### config.mk
export PLATFORM = sky130hd
export DESIGN_NAME = arcade_input_mapper
export DESIGN_NICKNAME = d
export VERILOG_FILES = /design/src/rtl/arcade_input_mapper.sv
export SDC_FILE = /design/constraint.sdc
export NUM_CORES = 1
export LEC_CHECK = 0
export CAP_MARGIN = 5
export CORE_MARGIN = 4
export CORE_UTILIZATION = 35
export DETAILED_ROUTE_END_ITERATION = 8
export SYNTH_ARGS = -nofsm -noshare
export SYNTH_HDL_FRONTEND = slang
export SYNTH_SLANG_ARGS = --single-unit
### constraint.sdc
create_clock -name I_CLK -period 2.05 [get_ports I_CLK]
set_clock_uncertainty 0.15 [all_clocks]
set_input_delay 0.41 -clock I_CLK [delete_from_list [all_inputs] [get_ports I_CLK]]
set_output_delay 0.41 -clock I_CLK [all_outputs]
set_load 0.01 [all_outputs]
### src/rtl/arcade_input_mapper.sv
// arcade_input_mapper: turns PS/2 key events and per-player joystick words into
// active-high, registered control strobes for up to four players. It applies
// screen rotation and a cocktail flip, stretches coin pulses, and optionally
// runs an auto-coin sequencer (coin -> gap -> start).
//
// Optional feature macro: AUTO_COIN_EN
//   defined   : auto-coin FSM present, O_START pulsed by the FSM, O_BUSY live
//   undefined : O_START is the registered raw start level, O_BUSY tied 0
//
// Ports:
//   I_CLK       system clock
//   I_RESETn    asynchronous active-low reset
//   I_PS2_KEY   [10] toggle, [9] pressed, [8] extended, [7:0] scan code
//   I_JOY       16 bits per player: [0]R [1]L [2]D [3]U [4]fire [5]start [6]coin
//   I_ROT       0 none, 1 rot90, 2 rot180, 3 rot270
//   I_COCKTAIL  extra 180 degree remap for players >= 1
//   O_U/D/L/R/J direction and fire strobes per player
//   O_START     start strobes per player
//   O_COIN      stretched coin strobe
//   O_BUSY      auto-coin sequencer active
module arcade_input_mapper #(
    parameter int unsigned PLAYERS    = 2,
    parameter int unsigned COIN_PULSE = 2457600,
    parameter int unsigned COIN_GAP   = 2457600
) (
    input  logic                   I_CLK,
    input  logic                   I_RESETn,
    input  logic [10:0]            I_PS2_KEY,
    input  logic [16*PLAYERS-1:0]  I_JOY,
    input  logic [1:0]             I_ROT,
    input  logic                   I_COCKTAIL,
    output logic [PLAYERS-1:0]     O_U,
    output logic [PLAYERS-1:0]     O_D,
    output logic [PLAYERS-1:0]     O_L,
    output logic [PLAYERS-1:0]     O_R,
    output logic [PLAYERS-1:0]     O_J,
    output logic [PLAYERS-1:0]     O_START,
    output logic                   O_COIN,
    output logic                   O_BUSY
);

    localparam int unsigned CNT_MAX = (COIN_PULSE > COIN_GAP) ? COIN_PULSE : COIN_GAP;
    localparam int unsigned CW      = $clog2(CNT_MAX) + 1;
    localparam int unsigned NKEYS   = 17;

    // Key latch slots
    localparam int unsigned K_P0U = 0,  K_P0D = 1,  K_P0L = 2,  K_P0R = 3;
    localparam int unsigned K_F0A = 4,  K_F0B = 5,  K_S0A = 6,  K_S0B = 7;
    localparam int unsigned K_S1A = 8,  K_S1B = 9,  K_P1U = 10, K_P1D = 11;
    localparam int unsigned K_P1L = 12, K_P1R = 13, K_F1  = 14, K_C0  = 15;
    localparam int unsigned K_C1  = 16;

    // Direction vectors are {U, D, L, R}, the same order as I_JOY[3:0].
    function automatic logic [3:0] map_dir(input logic [3:0] d, input logic [1:0] rot);
        logic [3:0] r;
        case (rot)
            2'd1:    r = {d[1], d[0], d[2], d[3]};
            2'd2:    r = {d[2], d[3], d[0], d[1]};
            2'd3:    r = {d[0], d[1], d[3], d[2]};
            default: r = d;
        endcase
        return r;
    endfunction

    logic [NKEYS-1:0] key_hit_c;
    logic [NKEYS-1:0] keys_q;
    logic             toggle_q;

    // Scan code (with extended flag) to key slot
    always_comb begin
        key_hit_c = '0;
        case (I_PS2_KEY[8:0])
            9'h175: key_hit_c[K_P0U] = 1'b1;
            9'h172: key_hit_c[K_P0D] = 1'b1;
            9'h16B: key_hit_c[K_P0L] = 1'b1;
            9'h174: key_hit_c[K_P0R] = 1'b1;
            9'h029: key_hit_c[K_F0A] = 1'b1;
            9'h014: key_hit_c[K_F0B] = 1'b1;
            9'h005: key_hit_c[K_S0A] = 1'b1;
            9'h016: key_hit_c[K_S0B] = 1'b1;
            9'h006: key_hit_c[K_S1A] = 1'b1;
            9'h01E: key_hit_c[K_S1B] = 1'b1;
            9'h02D: key_hit_c[K_P1U] = 1'b1;
            9'h02B: key_hit_c[K_P1D] = 1'b1;
            9'h023: key_hit_c[K_P1L] = 1'b1;
            9'h034: key_hit_c[K_P1R] = 1'b1;
            9'h01C: key_hit_c[K_F1]  = 1'b1;
            9'h02E: key_hit_c[K_C0]  = 1'b1;
            9'h036: key_hit_c[K_C1]  = 1'b1;
            default: ;
        endcase
    end

    // Key latches: a toggle change writes the pressed flag into the decoded slot
    always_ff @(posedge I_CLK or negedge I_RESETn) begin
        if (!I_RESETn) begin
            toggle_q <= 1'b0;
            keys_q   <= '0;
        end else begin
            toggle_q <= I_PS2_KEY[10];
            if (I_PS2_KEY[10] != toggle_q)
                keys_q <= (keys_q & ~key_hit_c) | (key_hit_c & {NKEYS{I_PS2_KEY[9]}});
        end
    end

    logic [3:0][3:0] kdir_c;
    logic [3:0]      kfire_c;
    logic [3:0]      kstart_c;

    assign kdir_c[0] = {keys_q[K_P0U], keys_q[K_P0D], keys_q[K_P0L], keys_q[K_P0R]};
    assign kdir_c[1] = {keys_q[K_P1U], keys_q[K_P1D], keys_q[K_P1L], keys_q[K_P1R]};
    assign kdir_c[2] = 4'b0000;
    assign kdir_c[3] = 4'b0000;
    assign kfire_c   = {2'b00, keys_q[K_F1], keys_q[K_F0A] | keys_q[K_F0B]};
    assign kstart_c  = {2'b00, keys_q[K_S1A] | keys_q[K_S1B], keys_q[K_S0A] | keys_q[K_S0B]};

    // Joystick high bits and key slots of absent players are intentionally ignored
    logic unused_sink;
    assign unused_sink = ^{I_JOY, kdir_c, kfire_c, kstart_c};

    logic [PLAYERS-1:0][3:0] dir_c;
    logic [PLAYERS-1:0]      u_c, d_c, l_c, r_c, fire_c, start_raw_c;
    logic                    coin_joy_c;

    // Per-player merge of keys and joystick, then rotation (cocktail adds 180)
    always_comb begin
        dir_c       = '0;
        u_c         = '0;
        d_c         = '0;
        l_c         = '0;
        r_c         = '0;
        fire_c      = '0;
        start_raw_c = '0;
        coin_joy_c  = 1'b0;
        for (int p = 0; p < PLAYERS; p++) begin
            dir_c[p] = map_dir(I_JOY[16*p +: 4] | kdir_c[p],
                               I_ROT + ((I_COCKTAIL && (p >= 1)) ? 2'd2 : 2'd0));
            u_c[p]         = dir_c[p][3];
            d_c[p]         = dir_c[p][2];
            l_c[p]         = dir_c[p][1];
            r_c[p]         = dir_c[p][0];
            fire_c[p]      = I_JOY[16*p + 4] | kfire_c[p];
            start_raw_c[p] = I_JOY[16*p + 5] | kstart_c[p];
            coin_joy_c     = coin_joy_c | I_JOY[16*p + 6];
        end
    end

    logic          coin_raw_c;
    logic          coin_raw_q;
    logic [CW-1:0] coin_cnt_q;
    logic          stretch_c;

    assign coin_raw_c = keys_q[K_C0] | keys_q[K_C1] | coin_joy_c;
    assign stretch_c  = (coin_cnt_q != '0);

    // Coin stretcher: each rising edge (re)loads the pulse counter
    always_ff @(posedge I_CLK or negedge I_RESETn) begin
        if (!I_RESETn) begin
            coin_raw_q <= 1'b0;
            coin_cnt_q <= '0;
        end else begin
            coin_raw_q <= coin_raw_c;
            if (coin_raw_c && !coin_raw_q)
                coin_cnt_q <= CW'(COIN_PULSE);
            else if (coin_cnt_q != '0)
                coin_cnt_q <= coin_cnt_q - CW'(1);
        end
    end

`ifdef AUTO_COIN_EN
    typedef enum logic [1:0] {ST_IDLE, ST_COIN, ST_GAP, ST_START} state_t;

    state_t             state_q, state_d;
    logic [CW-1:0]      fsm_cnt_q, fsm_cnt_d;
    logic [1:0]         sel_q, sel_d, sel_pick_c;
    logic [PLAYERS-1:0] start_q, start_rise_c, start_sel_c;

    assign start_rise_c = start_raw_c & ~start_q;

    // Lowest-index requesting player wins
    always_comb begin
        sel_pick_c = 2'd0;
        for (int p = PLAYERS - 1; p >= 0; p--)
            if (start_rise_c[p]) sel_pick_c = 2'(p);
    end

    always_ff @(posedge I_CLK or negedge I_RESETn) begin
        if (!I_RESETn) begin
            state_q   <= ST_IDLE;
            fsm_cnt_q <= '0;
            sel_q     <= 2'd0;
            start_q   <= '0;
        end else begin
            state_q   <= state_d;
            fsm_cnt_q <= fsm_cnt_d;
            sel_q     <= sel_d;
            start_q   <= start_raw_c;
        end
    end

    // Sequencer: start edges are only accepted in IDLE, never queued
    always_comb begin
        state_d   = state_q;
        fsm_cnt_d = fsm_cnt_q;
        sel_d     = sel_q;
        case (state_q)
            ST_IDLE: begin
                if (|start_rise_c) begin
                    sel_d     = sel_pick_c;
                    fsm_cnt_d = CW'(COIN_PULSE);
                    state_d   = ST_COIN;
                end
            end
            ST_COIN: begin
                if (fsm_cnt_q == CW'(1)) begin
                    fsm_cnt_d = CW'(COIN_GAP);
                    state_d   = ST_GAP;
                end else begin
                    fsm_cnt_d = fsm_cnt_q - CW'(1);
                end
            end
            ST_GAP: begin
                if (fsm_cnt_q == CW'(1)) begin
                    fsm_cnt_d = CW'(COIN_PULSE);
                    state_d   = ST_START;
                end else begin
                    fsm_cnt_d = fsm_cnt_q - CW'(1);
                end
            end
            default: begin
                if (fsm_cnt_q == CW'(1)) begin
                    fsm_cnt_d = '0;
                    state_d   = ST_IDLE;
                end else begin
                    fsm_cnt_d = fsm_cnt_q - CW'(1);
                end
            end
        endcase
    end

    always_comb begin
        start_sel_c = '0;
        for (int p = 0; p < PLAYERS; p++)
            start_sel_c[p] = (state_q == ST_START) && (sel_q == 2'(p));
    end

    always_ff @(posedge I_CLK or negedge I_RESETn) begin
        if (!I_RESETn) O_BUSY <= 1'b0;
        else           O_BUSY <= (state_q != ST_IDLE);
    end
`else
    assign O_BUSY = 1'b0;
`endif

    // Output registers
    always_ff @(posedge I_CLK or negedge I_RESETn) begin
        if (!I_RESETn) begin
            O_U     <= '0;
            O_D     <= '0;
            O_L     <= '0;
            O_R     <= '0;
            O_J     <= '0;
            O_START <= '0;
            O_COIN  <= 1'b0;
        end else begin
            O_U <= u_c;
            O_D <= d_c;
            O_L <= l_c;
            O_R <= r_c;
            O_J <= fire_c;
`ifdef AUTO_COIN_EN
            O_START <= start_sel_c;
            O_COIN  <= stretch_c | (state_q == ST_COIN);
`else
            O_START <= start_raw_c;
            O_COIN  <= stretch_c;
`endif
        end
    end

endmodule

==> run_summary.xml, run 1 <==
<?xml version="1.0" encoding="UTF-8"?>
<metrics>
  <group name="drt">
    <metric name="via_count" unit="">2508</metric>
    <metric name="drt-total-wl" unit="mm">6.74</metric>
    <metric name="detail_route.drc_violations" unit="">0</metric>
    <metric name="drt_first_pass_iters" unit="">4</metric>
    <metric name="drt-vias-per-instance" unit="">5.16</metric>
    <metric name="drt-wirelength-per-cell" unit="um">13.9</metric>
    <metric name="drtAntennaViolNets" unit="">0</metric>
    <metric name="first_iter_violations" unit="">73</metric>
  </group>
  <group name="power">
    <metric name="peakVddDrop" unit="V">0.000358</metric>
    <metric name="pwr_cell_area" unit="nW/um^2">773</metric>
    <metric name="leakage" unit="nW">1.73</metric>
  </group>
  <group name="grt">
    <metric name="via_count_of_the_first_global_routing_pass" unit="">2599</metric>
    <metric name="antenna_found_initial" unit="">0</metric>
    <metric name="grt_start_max_net_pins" unit="">56</metric>
    <metric name="gr-total-overflow" unit="">0</metric>
    <metric name="grt_first_pass_wirelength" unit="mm">11.7</metric>
    <metric name="gr-usage-all-layers" unit="">0.145</metric>
  </group>
  <group name="synthesis">
    <metric name="synth.cell_area" unit="um^2">2880</metric>
    <metric name="ys_warn_count" unit="">0</metric>
    <metric name="syn-mean-instance-area" unit="um^2">10.2</metric>
    <metric name="yosys.area_share.simple" unit="">0.254</metric>
    <metric name="yosys.cell_count.top_type" unit="">sky130_fd_sc_hd__dfrtp_1</metric>
    <metric name="netlist.top_cell.by_area" unit="">sky130_fd_sc_hd__dfrtp_1</metric>
    <metric name="yosys.area.top_type_share" unit="">0.479</metric>
    <metric name="synthTopCellsByCount" unit="">55 x sky130_fd_sc_hd__dfrtp_1, 28 x sky130_fd_sc_hd__nand2_1, 23 x sky130_fd_sc_hd__nor2_1</metric>
    <metric name="synth.ff_latch_count" unit="">55</metric>
    <metric name="synth_nets" unit="">330</metric>
    <metric name="synth-seq-area-share" unit="">0.479</metric>
    <metric name="yosys.area_share.adder" unit="">0.00435</metric>
    <metric name="synth_xor_xnor_area_share" unit="">0.00609</metric>
    <metric name="synth.distinct_cells" unit="">44</metric>
    <metric name="asyncSetResetFlopFracSynth" unit="">1.00</metric>
    <metric name="largest_family_of_logic_cells_by_synthesized_area" unit="">simple AND/OR/NAND/NOR gates</metric>
    <metric name="post_synth_main_area_contributors" unit="">sky130_fd_sc_hd__dfrtp_1 48%, sky130_fd_sc_hd__mux2_2 8.2%, sky130_fd_sc_hd__nand2_1 3.7%</metric>
    <metric name="synth_compound_gate_area_share" unit="">0.0857</metric>
    <metric name="synth-edff-count" unit="">0</metric>
    <metric name="synth_top_flop_cell" unit="">sky130_fd_sc_hd__dfrtp_1</metric>
    <metric name="synth_cells" unit="">281</metric>
    <metric name="post_synth_mux_area_share" unit="">0.145</metric>
  </group>
  <group name="clocking">
    <metric name="cts_tree" unit="">built</metric>
    <metric name="cts.clk_slew.worst_paths" unit="ps">100</metric>
    <metric name="clock_tree.root_cell" unit="">sky130_fd_sc_hd__clkbuf_8</metric>
    <metric name="cts_htree_levels" unit="">2</metric>
    <metric name="clk_latency" unit="ps">320</metric>
    <metric name="cts_made_buffers" unit="">5</metric>
    <metric name="cts_num_sinks" unit="">55</metric>
    <metric name="cts_buffer_depth" unit="">2</metric>
  </group>
  <group name="finish">
    <metric name="nFillCells" unit="">734</metric>
    <metric name="final-seq-area" unit="um^2">1380</metric>
    <metric name="non_filler_instance_count_after_layout" unit="">486</metric>
    <metric name="multi_input_comb_area" unit="um^2">1550</metric>
    <metric name="finish.instance_area" unit="um^2">4100</metric>
    <metric name="final_nets" unit="">432</metric>
    <metric name="antenna-diode-count" unit="">0</metric>
    <metric name="drive_gt1_frac" unit="">0.320</metric>
    <metric name="finalCoreUtilization" unit="">0.522</metric>
    <metric name="area_delta_synth_final" unit="%">42.4</metric>
  </group>
  <group name="timing">
    <metric name="fraction_of_the_cycle_the_final_worst_path_needs" unit="">0.986</metric>
    <metric name="finalSetupViolCount" unit="">0</metric>
    <metric name="timing.final.hold_violations" unit="">0</metric>
    <metric name="worst_slew_margin_rel" unit="">0.645</metric>
    <metric name="layout_min_cycle_time" unit="ps">2020</metric>
    <metric name="worstMarginPinSlew" unit="ps">528</metric>
    <metric name="clock.fmax" unit="MHz">495</metric>
    <metric name="hold_ws" unit="ps">242</metric>
    <metric name="grt_setup_unrepaired" unit="">yes</metric>
    <metric name="post-route-worst-setup-slack" unit="ps">29.3</metric>
    <metric name="max_slew_violation_count" unit="">0</metric>
  </group>
  <group name="die">
    <metric name="io-pin-count" unit="">62</metric>
    <metric name="core_area" unit="um^2">7850</metric>
    <metric name="die_width" unit="um">98.6</metric>
    <metric name="dieHeight" unit="um">98.6</metric>
    <metric name="cell_rows" unit="">32</metric>
    <metric name="floorplan.initialDensity" unit="">0.366</metric>
    <metric name="fp.dieArea" unit="um^2">9730</metric>
  </group>
  <group name="setup_path">
    <metric name="critical_path_peak_fanout" unit="">3</metric>
    <metric name="worstPathArrival" unit="ps">2080</metric>
    <metric name="reg2reg_setup_slack" unit="ps">50</metric>
    <metric name="timing.reg2reg.worst_path_depth" unit="">5</metric>
    <metric name="r2r-start" unit="">toggle_q$_DFF_PN0_</metric>
    <metric name="crit_family" unit="">simple AND/OR/NAND/NOR gates</metric>
    <metric name="critical_path.cell_chain" unit="">clkdlybuf4s50_1 &gt; nor3_1 &gt; nand4bb_1 &gt; nor4_2 &gt; mux2_2</metric>
    <metric name="crit_path_start_kind" unit="">primary input</metric>
    <metric name="critical_path.startpoint" unit="">I_PS2_KEY[5]</metric>
    <metric name="timing.setup.critical_path_class" unit="">in -&gt; reg</metric>
    <metric name="worst-path-buf-inv" unit="">1</metric>
    <metric name="worst_path_max_delay_cell" unit="">sky130_fd_sc_hd__clkdlybuf4s50_1</metric>
    <metric name="worst-path-stages" unit="">5</metric>
    <metric name="max_stage_delay" unit="ps">450</metric>
    <metric name="cp_data_required_time" unit="ps">2110</metric>
    <metric name="cp-end-kind" unit="">register</metric>
  </group>
  <group name="status">
    <metric name="status" unit="">complete, no violations</metric>
  </group>
  <group name="placement">
    <metric name="detailedPlacementHpwl" unit="mm">4.88</metric>
    <metric name="detailedPlace.worstSlack" unit="ps">-499</metric>
    <metric name="dp_cells" unit="">475</metric>
    <metric name="buffer_ports.inserted" unit="">42</metric>
    <metric name="detailed_place.area" unit="um^2">3840</metric>
    <metric name="finalWeightedCongestion" unit="">0.858</metric>
  </group>
  <group name="run">
    <metric name="max-cap-violations" unit="">0</metric>
  </group>
  <group name="min_path">
    <metric name="holdCritPathClass" unit="">in -&gt; reg</metric>
  </group>
</metrics>
[metal layers]
layer  part of all wire  routed length (um)  vias up  global-route usage
li1                   -                   -     1239                   -
met1               0.43                2920     1215               0.170
met2               0.51                3470       45               0.266
met3              0.039                 263        9              0.0304
met4              0.013                  89        0              0.0431
met5                  0                   0        -                   0
[worst min-delay path by stage]
stage	from	slack (ps)	cells past startpoint	to
3_5_place_dp	I_RESETn	290	2	coin_cnt_q[17]$_DFFE_PN0P_
6_report	I_PS2_KEY[10]	240	1	toggle_q$_DFF_PN0_
5_1_grt	I_PS2_KEY[10]	240	1	toggle_q$_DFF_PN0_
2_1_floorplan	I_RESETn	-40	0	O_COIN$_DFF_PN0_
4_1_cts	I_PS2_KEY[10]	230	1	toggle_q$_DFF_PN0_
3_3_place_gp	I_RESETn	280	2	coin_cnt_q[20]$_DFFE_PN0P_
[cell type report]
class                   instances  area share
multi-input cells             209       0.379
clock inverters                 2     0.00489
inverters                       8     0.00733
repair buffers                104       0.222
well taps                     102      0.0312
clock buffers                   6      0.0202
flip-flops and latches         55       0.336
[cells by family (layout without fill, tap and decap cells)]
family,after synthesis,in the layout
compound gates,37,37
xor+xnor,2,2
fa+ha+maj,1,1
buf+inv,17,120
flops,55,55
mux,34,34
other cells,1,1
simple gates,134,134
[worst reg2reg max path, stage by stage (launching register included)]
cell and delay [ps]:
sky130_fd_sc_hd__dfrtp_1 410, sky130_fd_sc_hd__xnor2_2 180, sky130_fd_sc_hd__or4_4 550, sky130_fd_sc_hd__buf_4 150, sky130_fd_sc_hd__nor2_1 120, sky130_fd_sc_hd__mux2_2 340
[power by group]
part	internal (W)	switching [W]	total, W
clock network	0.000286	0.000392	0.000678
registers	0.00123	0.000126	0.00136
logic	0.000609	0.000520	0.00113
total	0.00213	0.00104	0.00316
[through the flow]
step | TNS [ps] | total power, W
after floorplan | 0 | 0.00188
after global placement | -6870 | 0.00238
after detailed placement | -7160 | 0.00241
after CTS | 0 | 0.00311
after global routing | -64.1 | 0.00338
final | 0 | 0.00316
[cells in the final DEF (no fill, tap or decap), types with 3 or more instances in the layout]
cell,Yosys,layout
sky130_fd_sc_hd__nor4_2,0,6
sky130_fd_sc_hd__mux2i_1,9,9
sky130_fd_sc_hd__clkbuf_8,0,6
sky130_fd_sc_hd__nand3_1,4,4
sky130_fd_sc_hd__nand4_1,4,4
sky130_fd_sc_hd__nor2_1,23,22
sky130_fd_sc_hd__dlygate4sd2_1,0,4
sky130_fd_sc_hd__nor4_1,9,3
sky130_fd_sc_hd__mux2_2,21,21
sky130_fd_sc_hd__o21ai_0,6,6
sky130_fd_sc_hd__nand2b_1,13,13
sky130_fd_sc_hd__a21oi_1,13,13
sky130_fd_sc_hd__o31ai_1,3,3
sky130_fd_sc_hd__nor3_2,1,4
sky130_fd_sc_hd__inv_1,8,8
sky130_fd_sc_hd__clkdlybuf4s50_1,0,37
sky130_fd_sc_hd__a2111oi_2,0,3
sky130_fd_sc_hd__mux4_2,4,4
sky130_fd_sc_hd__nor3_1,17,14
sky130_fd_sc_hd__or3_1,11,9
sky130_fd_sc_hd__dfrtp_1,55,55
sky130_fd_sc_hd__or4_1,7,5
sky130_fd_sc_hd__buf_4,1,58
sky130_fd_sc_hd__nand2_1,28,28
[timing repair]
item | in CTS | in global routing
setup buffers | 1 | 1
gates cloned | 0 | 0
endpoints found under the hold margin | 55 | 0
setup endpoints to repair | 13 | 19
pin swaps | 5 | 2
gates resized for setup | 17 | 15
hold buffers | 1 | 0
(Power assumes the default switching activity.)
==> inputs of run 2 (changes only) <==
--- a/config.mk
+++ b/config.mk
@@ -5,8 +5,8 @@
 export SDC_FILE = /design/constraint.sdc
 export NUM_CORES = 1
 export LEC_CHECK = 0
-export CAP_MARGIN = 5
-export CORE_MARGIN = 4
+export CAP_MARGIN = 20
+export CORE_ASPECT_RATIO = 0.75
 export CORE_UTILIZATION = 35
 export DETAILED_ROUTE_END_ITERATION = 8
 export SYNTH_ARGS = -nofsm -noshare
==> run 2 against run 1 <==
Against the previous run:
- sequential power barely moved
- setup slack got worse by 17 ps
- hold slack improved by 13 ps
- via count up 1.6%
- sequential share of layout area shrank 0.57 points
- register-to-register slack about the same
- wire length up 3.4%
- critical path depth stayed put
- global-route usage grew 2.2 points
==> run_summary.xml, run 2 (synthesis gave the netlist of run 1 again) <==
<?xml version="1.0" encoding="UTF-8"?>
<metrics>
  <group name="clocking">
    <metric name="cts_num_sinks" unit="">55</metric>
    <metric name="clock_tree.root_cell" unit="">sky130_fd_sc_hd__clkbuf_8</metric>
    <metric name="cts_buffer_depth" unit="">2</metric>
    <metric name="cts_made_buffers" unit="">5</metric>
    <metric name="cts_tree" unit="">built</metric>
    <metric name="cts_htree_levels" unit="">2</metric>
    <metric name="clk_latency" unit="ps">310</metric>
    <metric name="cts.clk_slew.worst_paths" unit="ps">100</metric>
  </group>
  <group name="setup_path">
    <metric name="timing.setup.critical_path_class" unit="">in -&gt; reg</metric>
    <metric name="cp_data_required_time" unit="ps">2100</metric>
    <metric name="critical_path.cell_chain" unit="">dlygate4sd2_1 &gt; or2_1 &gt; or3_1 &gt; or3_1 &gt; mux2_4</metric>
    <metric name="critical_path_peak_fanout" unit="">3</metric>
    <metric name="worstPathArrival" unit="ps">2090</metric>
    <metric name="timing.critical_path.mode_cell" unit="">sky130_fd_sc_hd__or3_1</metric>
    <metric name="worst_path_max_delay_cell" unit="">sky130_fd_sc_hd__or3_1</metric>
    <metric name="worst-path-buf-inv" unit="">1</metric>
    <metric name="crit_family" unit="">simple AND/OR/NAND/NOR gates</metric>
    <metric name="max_stage_delay" unit="ps">430</metric>
    <metric name="crit_path_start_kind" unit="">primary input</metric>
    <metric name="cp-end-kind" unit="">register</metric>
  </group>
  <group name="grt">
    <metric name="via_count_of_the_first_global_routing_pass" unit="">2456</metric>
    <metric name="gr-usage-all-layers" unit="">0.167</metric>
    <metric name="grt_start_max_net_pins" unit="">56</metric>
    <metric name="gr-total-overflow" unit="">0</metric>
    <metric name="grt_first_pass_wirelength" unit="mm">11.3</metric>
    <metric name="antenna_found_initial" unit="">0</metric>
  </group>
  <group name="finish">
    <metric name="nFillCells" unit="">735</metric>
    <metric name="final-seq-area" unit="um^2">1380</metric>
    <metric name="final_cell_mix" unit="">72 x sky130_fd_sc_hd__buf_4, 55 x sky130_fd_sc_hd__dfrtp_1, 36 x sky130_fd_sc_hd__clkdlybuf4s50_1</metric>
    <metric name="multi_input_comb_area" unit="um^2">1560</metric>
    <metric name="finalCoreUtilization" unit="">0.526</metric>
    <metric name="area_delta_synth_final" unit="%">44.9</metric>
    <metric name="drive_gt1_frac" unit="">0.333</metric>
    <metric name="final_nets" unit="">444</metric>
    <metric name="final_common_cell" unit="">sky130_fd_sc_hd__buf_4</metric>
    <metric name="antenna-diode-count" unit="">0</metric>
    <metric name="finish.instance_area" unit="um^2">4170</metric>
  </group>
  <group name="die">
    <metric name="cell_rows" unit="">28</metric>
    <metric name="fp.dieArea" unit="um^2">8590</metric>
    <metric name="die_width" unit="um">107</metric>
    <metric name="dieHeight" unit="um">80.5</metric>
    <metric name="io-pin-count" unit="">62</metric>
    <metric name="core_area" unit="um^2">7920</metric>
    <metric name="floorplan.initialDensity" unit="">0.363</metric>
  </group>
  <group name="power">
    <metric name="intPower" unit="W">0.00210</metric>
    <metric name="power.net_switching" unit="W">0.00104</metric>
    <metric name="leakage" unit="nW">1.78</metric>
    <metric name="power.sequential.fraction" unit="">0.435</metric>
    <metric name="share_clk_of_total_power" unit="">0.195</metric>
    <metric name="peakVddDrop" unit="V">0.000332</metric>
    <metric name="switching_share" unit="">0.332</metric>
    <metric name="pwr_cell_area" unit="nW/um^2">753</metric>
    <metric name="gate_power_share" unit="">0.370</metric>
  </group>
  <group name="drt">
    <metric name="first_iter_violations" unit="">89</metric>
    <metric name="drt_first_pass_iters" unit="">7</metric>
    <metric name="via_count" unit="">2548</metric>
    <metric name="drtAntennaViolNets" unit="">0</metric>
    <metric name="met3_length" unit="um">243</metric>
    <metric name="drt-vias-per-instance" unit="">5.09</metric>
    <metric name="drt-wirelength-per-cell" unit="um">13.9</metric>
    <metric name="met2_wirelength" unit="mm">3.29</metric>
    <metric name="drt-total-wl" unit="mm">6.97</metric>
    <metric name="route.top_layer_used" unit="">met4</metric>
    <metric name="detail_route.drc_violations" unit="">0</metric>
    <metric name="m1WireLength" unit="mm">3.40</metric>
  </group>
  <group name="timing">
    <metric name="layout_min_cycle_time" unit="ps">2040</metric>
    <metric name="clock.fmax" unit="MHz">491</metric>
    <metric name="worst_slew_margin_rel" unit="">0.626</metric>
    <metric name="finalSetupViolCount" unit="">0</metric>
    <metric name="timing.final.hold_violations" unit="">0</metric>
    <metric name="fraction_of_the_cycle_the_final_worst_path_needs" unit="">0.994</metric>
    <metric name="worstMarginPinSlew" unit="ps">559</metric>
    <metric name="max_slew_violation_count" unit="">0</metric>
  </group>
  <group name="placement">
    <metric name="detailed_place.area" unit="um^2">3910</metric>
    <metric name="detailedPlacementHpwl" unit="mm">5.08</metric>
    <metric name="finalWeightedCongestion" unit="">0.845</metric>
    <metric name="buffer_ports.inserted" unit="">42</metric>
  </group>
  <group name="run">
    <metric name="max-cap-violations" unit="">0</metric>
  </group>
  <group name="status">
    <metric name="status" unit="">complete, no violations</metric>
  </group>
  <group name="min_path">
    <metric name="holdCritPathClass" unit="">in -&gt; reg</metric>
  </group>
</metrics>
run 2: cell types whose count changed in the layout (fill, tap and decap cells not counted), sizes merged:
cell | before | now
inv | 9 | 8
dlymetal6s2s | 0 | 1
buf | 62 | 74
clkdlybuf4s50 | 37 | 36
clkinvlp | 0 | 1
run 2: power groups by stage:
| stage | combinational (W) | sequential, W | clock (W) |
|---|---|---|---|
| 2_1_floorplan | 0.000509 | 0.00137 | 0 |
| 3_3_place_gp | 0.00104 | 0.00137 | 0 |
| 3_5_place_dp | 0.00106 | 0.00137 | 0 |
| 4_1_cts | 0.00109 | 0.00135 | 0.000632 |
| 5_1_grt | 0.00128 | 0.00139 | 0.000675 |
| 6_report | 0.00116 | 0.00136 | 0.000612 |
run 2: path summary, 6_finish.rpt:
check | startpoint | end | slack, ps | cells after the start
setup / recovery | I_PS2_KEY[6] | register | 10 | 5
hold / removal | I_PS2_KEY[10] | toggle_q$_DFF_PN0_ | 260 | 1
setup reg to reg | coin_cnt_q[3]$_DFFE_PN0P_ | coin_cnt_q[8]$_DFFE_PN0P_ | 60 | 4
hold reg to reg | register | O_J[1]$_DFF_PN0_ | 320 | 1
max in group asynchronous | I_RESETn | coin_cnt_q[20]$_DFFE_PN0P_ | 1030 | 3
min in group asynchronous | I_RESETn | coin_cnt_q[6]$_DFFE_PN0P_ | 460 | 3
run 2: worst register-to-register path, delay by kind of cell, from the launching register on:
family | cells | cell delay, ps
DFF | 1 | 430
and+or+nand+nor | 2 | 920
AOI/OAI and AO/OA | 2 | 430
run 2: layout make-up:
| cell class | instances | area share |
|---|---|---|
| clock inverter | 2 | 0.00300 |
| tap | 105 | 0.0315 |
| multi-input combinational | 209 | 0.374 |
| timing repair buffer | 116 | 0.236 |
| inverter | 8 | 0.00721 |
| clock buffer | 6 | 0.0174 |
| sequential | 55 | 0.330 |
run 2: metal layers:
metal  track usage  vias to the layer above
met3        0.0268                        5
met2         0.270                       54
met5             0                        -
met4        0.0425                        0
li1              -                     1264
met1         0.232                     1225
run 2: what timing repair did:
action | in CTS | in global routing
endpoints found under the hold margin | 55 | 0
resized for setup | 14 | 21
endpoints found under the setup margin | 12 | 27
hold buffers | 1 | 0
setup buffers | 5 | 0
pin swaps | 7 | 4
run 2: through the flow:
step                      setup slack, ps  TNS [ps]  cells  hold slack (ps)  power, W
after floorplan                      27.8         0    281            -35.6   0.00188
after global placement               -502     -6830    488              283   0.00241
after detailed placement             -536     -7210    488              286   0.00243
after CTS                            17.5         0    501              253   0.00308
after global routing                -33.4     -91.8    501              244   0.00334
final                                12.0         0    501              255   0.00314
==> inputs of run 3 (changes only) <==
--- a/config.mk
+++ b/config.mk
@@ -6,9 +6,12 @@
 export NUM_CORES = 1
 export LEC_CHECK = 0
 export CAP_MARGIN = 20
+export CELL_PAD_IN_SITES_DETAIL_PLACEMENT = 2
+export CELL_PAD_IN_SITES_GLOBAL_PLACEMENT = 2
 export CORE_ASPECT_RATIO = 0.75
-export CORE_UTILIZATION = 35
+export CORE_UTILIZATION = 34
 export DETAILED_ROUTE_END_ITERATION = 8
+export PLACE_DENSITY_LB_ADDON = 0.1
 export SYNTH_ARGS = -nofsm -noshare
 export SYNTH_HDL_FRONTEND = slang
 export SYNTH_SLANG_ARGS = --single-unit
==> constraint.sdc (replaced) <==
create_clock -name I_CLK -period 2.55 [get_ports I_CLK]
set_clock_uncertainty 0.15 [all_clocks]
set_input_delay 0.51 -clock I_CLK [delete_from_list [all_inputs] [get_ports I_CLK]]
set_output_delay 0.51 -clock I_CLK [all_outputs]
set_load 0.01 [all_outputs]
==> run 3 against run 2 <==
Against the previous run:
- first-iteration DRC count is 13% higher
- sequential power is 17% lower
- highest routed layer unchanged
- design area is 9.5% lower
- clock-buffer cell count is 1 lower
==> run_summary.xml, run 3 (synthesis gave the netlist of run 1 again) <==
<?xml version="1.0" encoding="UTF-8"?>
<metrics>
  <group name="finish">
    <metric name="antenna-diode-count" unit="">0</metric>
    <metric name="nFillCells" unit="">867</metric>
    <metric name="area_delta_synth_final" unit="%">31.2</metric>
    <metric name="finish.instance_area" unit="um^2">3770</metric>
    <metric name="final_common_cell" unit="">sky130_fd_sc_hd__dfrtp_1</metric>
    <metric name="final-seq-area" unit="um^2">1380</metric>
    <metric name="multi_input_comb_area" unit="um^2">1440</metric>
    <metric name="drive_gt1_frac" unit="">0.197</metric>
    <metric name="final_nets" unit="">399</metric>
    <metric name="final_cell_mix" unit="">55 x sky130_fd_sc_hd__dfrtp_1, 41 x sky130_fd_sc_hd__clkdlybuf4s50_1, 28 x sky130_fd_sc_hd__nand2_1</metric>
  </group>
  <group name="drt">
    <metric name="drt_first_pass_iters" unit="">6</metric>
    <metric name="drt-total-wl" unit="mm">8.57</metric>
    <metric name="drt-wirelength-per-cell" unit="um">18.8</metric>
    <metric name="drtAntennaViolNets" unit="">0</metric>
    <metric name="drt-vias-per-instance" unit="">5.42</metric>
    <metric name="via_count" unit="">2471</metric>
    <metric name="first_iter_violations" unit="">101</metric>
    <metric name="detail_route.drc_violations" unit="">0</metric>
  </group>
  <group name="power">
    <metric name="power.net_switching" unit="W">0.000821</metric>
    <metric name="leakage" unit="nW">1.56</metric>
    <metric name="intPower" unit="W">0.00168</metric>
    <metric name="pwr_cell_area" unit="nW/um^2">663</metric>
    <metric name="share_clk_of_total_power" unit="">0.273</metric>
    <metric name="report.power.total" unit="W">0.00250</metric>
    <metric name="switching_share" unit="">0.328</metric>
    <metric name="gate_power_share" unit="">0.276</metric>
    <metric name="power.sequential.fraction" unit="">0.451</metric>
    <metric name="peakVddDrop" unit="V">0.000309</metric>
  </group>
  <group name="setup_path">
    <metric name="critical_path.cell_chain" unit="">clkdlybuf4s50_1 &gt; xnor2_1 &gt; or4b_2 &gt; nor3_1 &gt; mux2_2</metric>
    <metric name="reg2reg_setup_slack" unit="ps">230</metric>
    <metric name="timing.rr.end" unit="">coin_cnt_q[10]$_DFFE_PN0P_</metric>
    <metric name="critical_path_peak_fanout" unit="">6</metric>
    <metric name="worstPathArrival" unit="ps">2480</metric>
    <metric name="cp-end-kind" unit="">register</metric>
    <metric name="max_stage_delay" unit="ps">730</metric>
    <metric name="timing.reg2reg.worst_path_depth" unit="">6</metric>
    <metric name="cp_data_required_time" unit="ps">2580</metric>
    <metric name="crit_path_start_kind" unit="">primary input</metric>
    <metric name="timing.setup.critical_path_class" unit="">in -&gt; reg</metric>
    <metric name="worst_path_max_delay_cell" unit="">sky130_fd_sc_hd__or4b_2</metric>
    <metric name="r2r-start" unit="">coin_cnt_q[0]$_DFFE_PN0P_</metric>
  </group>
  <group name="clocking">
    <metric name="cts.clk_slew.worst_paths" unit="ps">70</metric>
    <metric name="cts_setup_buffers" unit="">0</metric>
    <metric name="cts_made_buffers" unit="">5</metric>
    <metric name="cts_htree_levels" unit="">2</metric>
    <metric name="ctsHoldBuffers" unit="">0</metric>
    <metric name="cts_num_sinks" unit="">55</metric>
    <metric name="clock_tree.root_cell" unit="">sky130_fd_sc_hd__clkbuf_16</metric>
    <metric name="post_cts_resize_count" unit="">0</metric>
    <metric name="cts_buffer_depth" unit="">2</metric>
    <metric name="clk_latency" unit="ps">300</metric>
    <metric name="cts_tree" unit="">built</metric>
  </group>
  <group name="placement">
    <metric name="detailed_place.area" unit="um^2">3620</metric>
    <metric name="detailedPlacementHpwl" unit="mm">6.25</metric>
    <metric name="buffer_ports.inserted" unit="">42</metric>
    <metric name="finalWeightedCongestion" unit="">0.786</metric>
  </group>
  <group name="die">
    <metric name="cell_rows" unit="">28</metric>
    <metric name="die_width" unit="um">108</metric>
    <metric name="io-pin-count" unit="">62</metric>
    <metric name="fp.dieArea" unit="um^2">8830</metric>
    <metric name="floorplan.initialDensity" unit="">0.357</metric>
    <metric name="dieHeight" unit="um">81.6</metric>
    <metric name="core_area" unit="um^2">8060</metric>
  </group>
  <group name="timing">
    <metric name="worst_slew_margin_rel" unit="">0.345</metric>
    <metric name="max_slew_violation_count" unit="">0</metric>
    <metric name="clock.fmax" unit="MHz">407</metric>
    <metric name="timing.final.hold_violations" unit="">0</metric>
    <metric name="layout_min_cycle_time" unit="ps">2450</metric>
    <metric name="fraction_of_the_cycle_the_final_worst_path_needs" unit="">0.962</metric>
    <metric name="worstMarginPinSlew" unit="ps">979</metric>
    <metric name="tns" unit="ps">0</metric>
    <metric name="finalSetupViolCount" unit="">0</metric>
    <metric name="grt_setup_unrepaired" unit="">no</metric>
  </group>
  <group name="grt">
    <metric name="grt_first_pass_wirelength" unit="mm">14.2</metric>
    <metric name="via_count_of_the_first_global_routing_pass" unit="">2620</metric>
    <metric name="gr-total-overflow" unit="">0</metric>
    <metric name="grt_start_max_net_pins" unit="">56</metric>
    <metric name="antenna_found_initial" unit="">0</metric>
    <metric name="gr-usage-all-layers" unit="">0.212</metric>
  </group>
  <group name="status">
    <metric name="status" unit="">complete, no violations</metric>
  </group>
  <group name="run">
    <metric name="max-cap-violations" unit="">0</metric>
  </group>
  <group name="min_path">
    <metric name="holdCritPathClass" unit="">in -&gt; async</metric>
  </group>
</metrics>
## run 3: cell types whose count changed in the layout (fill, tap and decap cells not counted), sizes merged
cell           previous run  this run
dlymetal6s2s              1         0
dlygate4sd2               4         0
clkinvlp                  1         0
dlygate4sd3               1         0
buf                      74        30
clkbuf                    6         5
clkinv                    1         3
clkdlybuf4s50            36        41
## run 3: layout make-up
cell class              count  area share
clock buffers               5      0.0332
clock inverters             3     0.00398
inverters                   8     0.00796
multi-input cells         209       0.381
flip-flops and latches     55       0.365
well taps                 105      0.0348
repair buffers             71       0.175
## run 3: worst max path at each step
| stage | from | endpoint | slack [ps] | cells past startpoint |
|---|---|---|---|---|
| floorplan | I_PS2_KEY[10] | register | 430 | 4 |
| global placement | I_PS2_KEY[10] | register | -120 | 5 |
| detailed placement | I_PS2_KEY[10] | register | -240 | 5 |
| CTS | I_PS2_KEY[10] | register | 60 | 5 |
| global route | I_PS2_KEY[10] | register | 20 | 5 |
| finish | I_PS2_KEY[10] | register | 100 | 5 |
## run 3: metrics by stage
| stage | setup slack [ps] | hold slack [ps] | instances | utilization |
|---|---|---|---|---|
| floorplan | 428 | 64.4 | 281 | - |
| global placement | -119 | 298 | 448 | 0.450 |
| detailed placement | -243 | 318 | 448 | 0.450 |
| CTS | 60.5 | 64.7 | 456 | 0.467 |
| global route | 23.5 | 69.9 | 456 | 0.468 |
| finish | 95.9 | 51.1 | 456 | 0.468 |
## run 3: metal layers
layer  track usage  up-vias  wire (um)
met2         0.335       42       3790
li1              -     1170          -
met5             0        -          0
met3        0.0357        8        339
met1         0.300     1251       4360
met4        0.0575        0         84
## run 3: worst max-delay path: cells and delay by family
kind,cells,cell delay [ps]
simple gates,2,930
buf+inv,1,430
mux,1,360
xor+xnor,1,240
## run 3: power by group through the flow
stage | Clock [W] | Sequential [W] | Combinational [W]
finish | 0.000682 | 0.00113 | 0.000690
global route | 0.000732 | 0.00115 | 0.000773
CTS | 0.000707 | 0.00112 | 0.000696
detailed placement | 0 | 0.00114 | 0.000688
global placement | 0 | 0.00113 | 0.000656
floorplan | 0 | 0.00110 | 0.000409
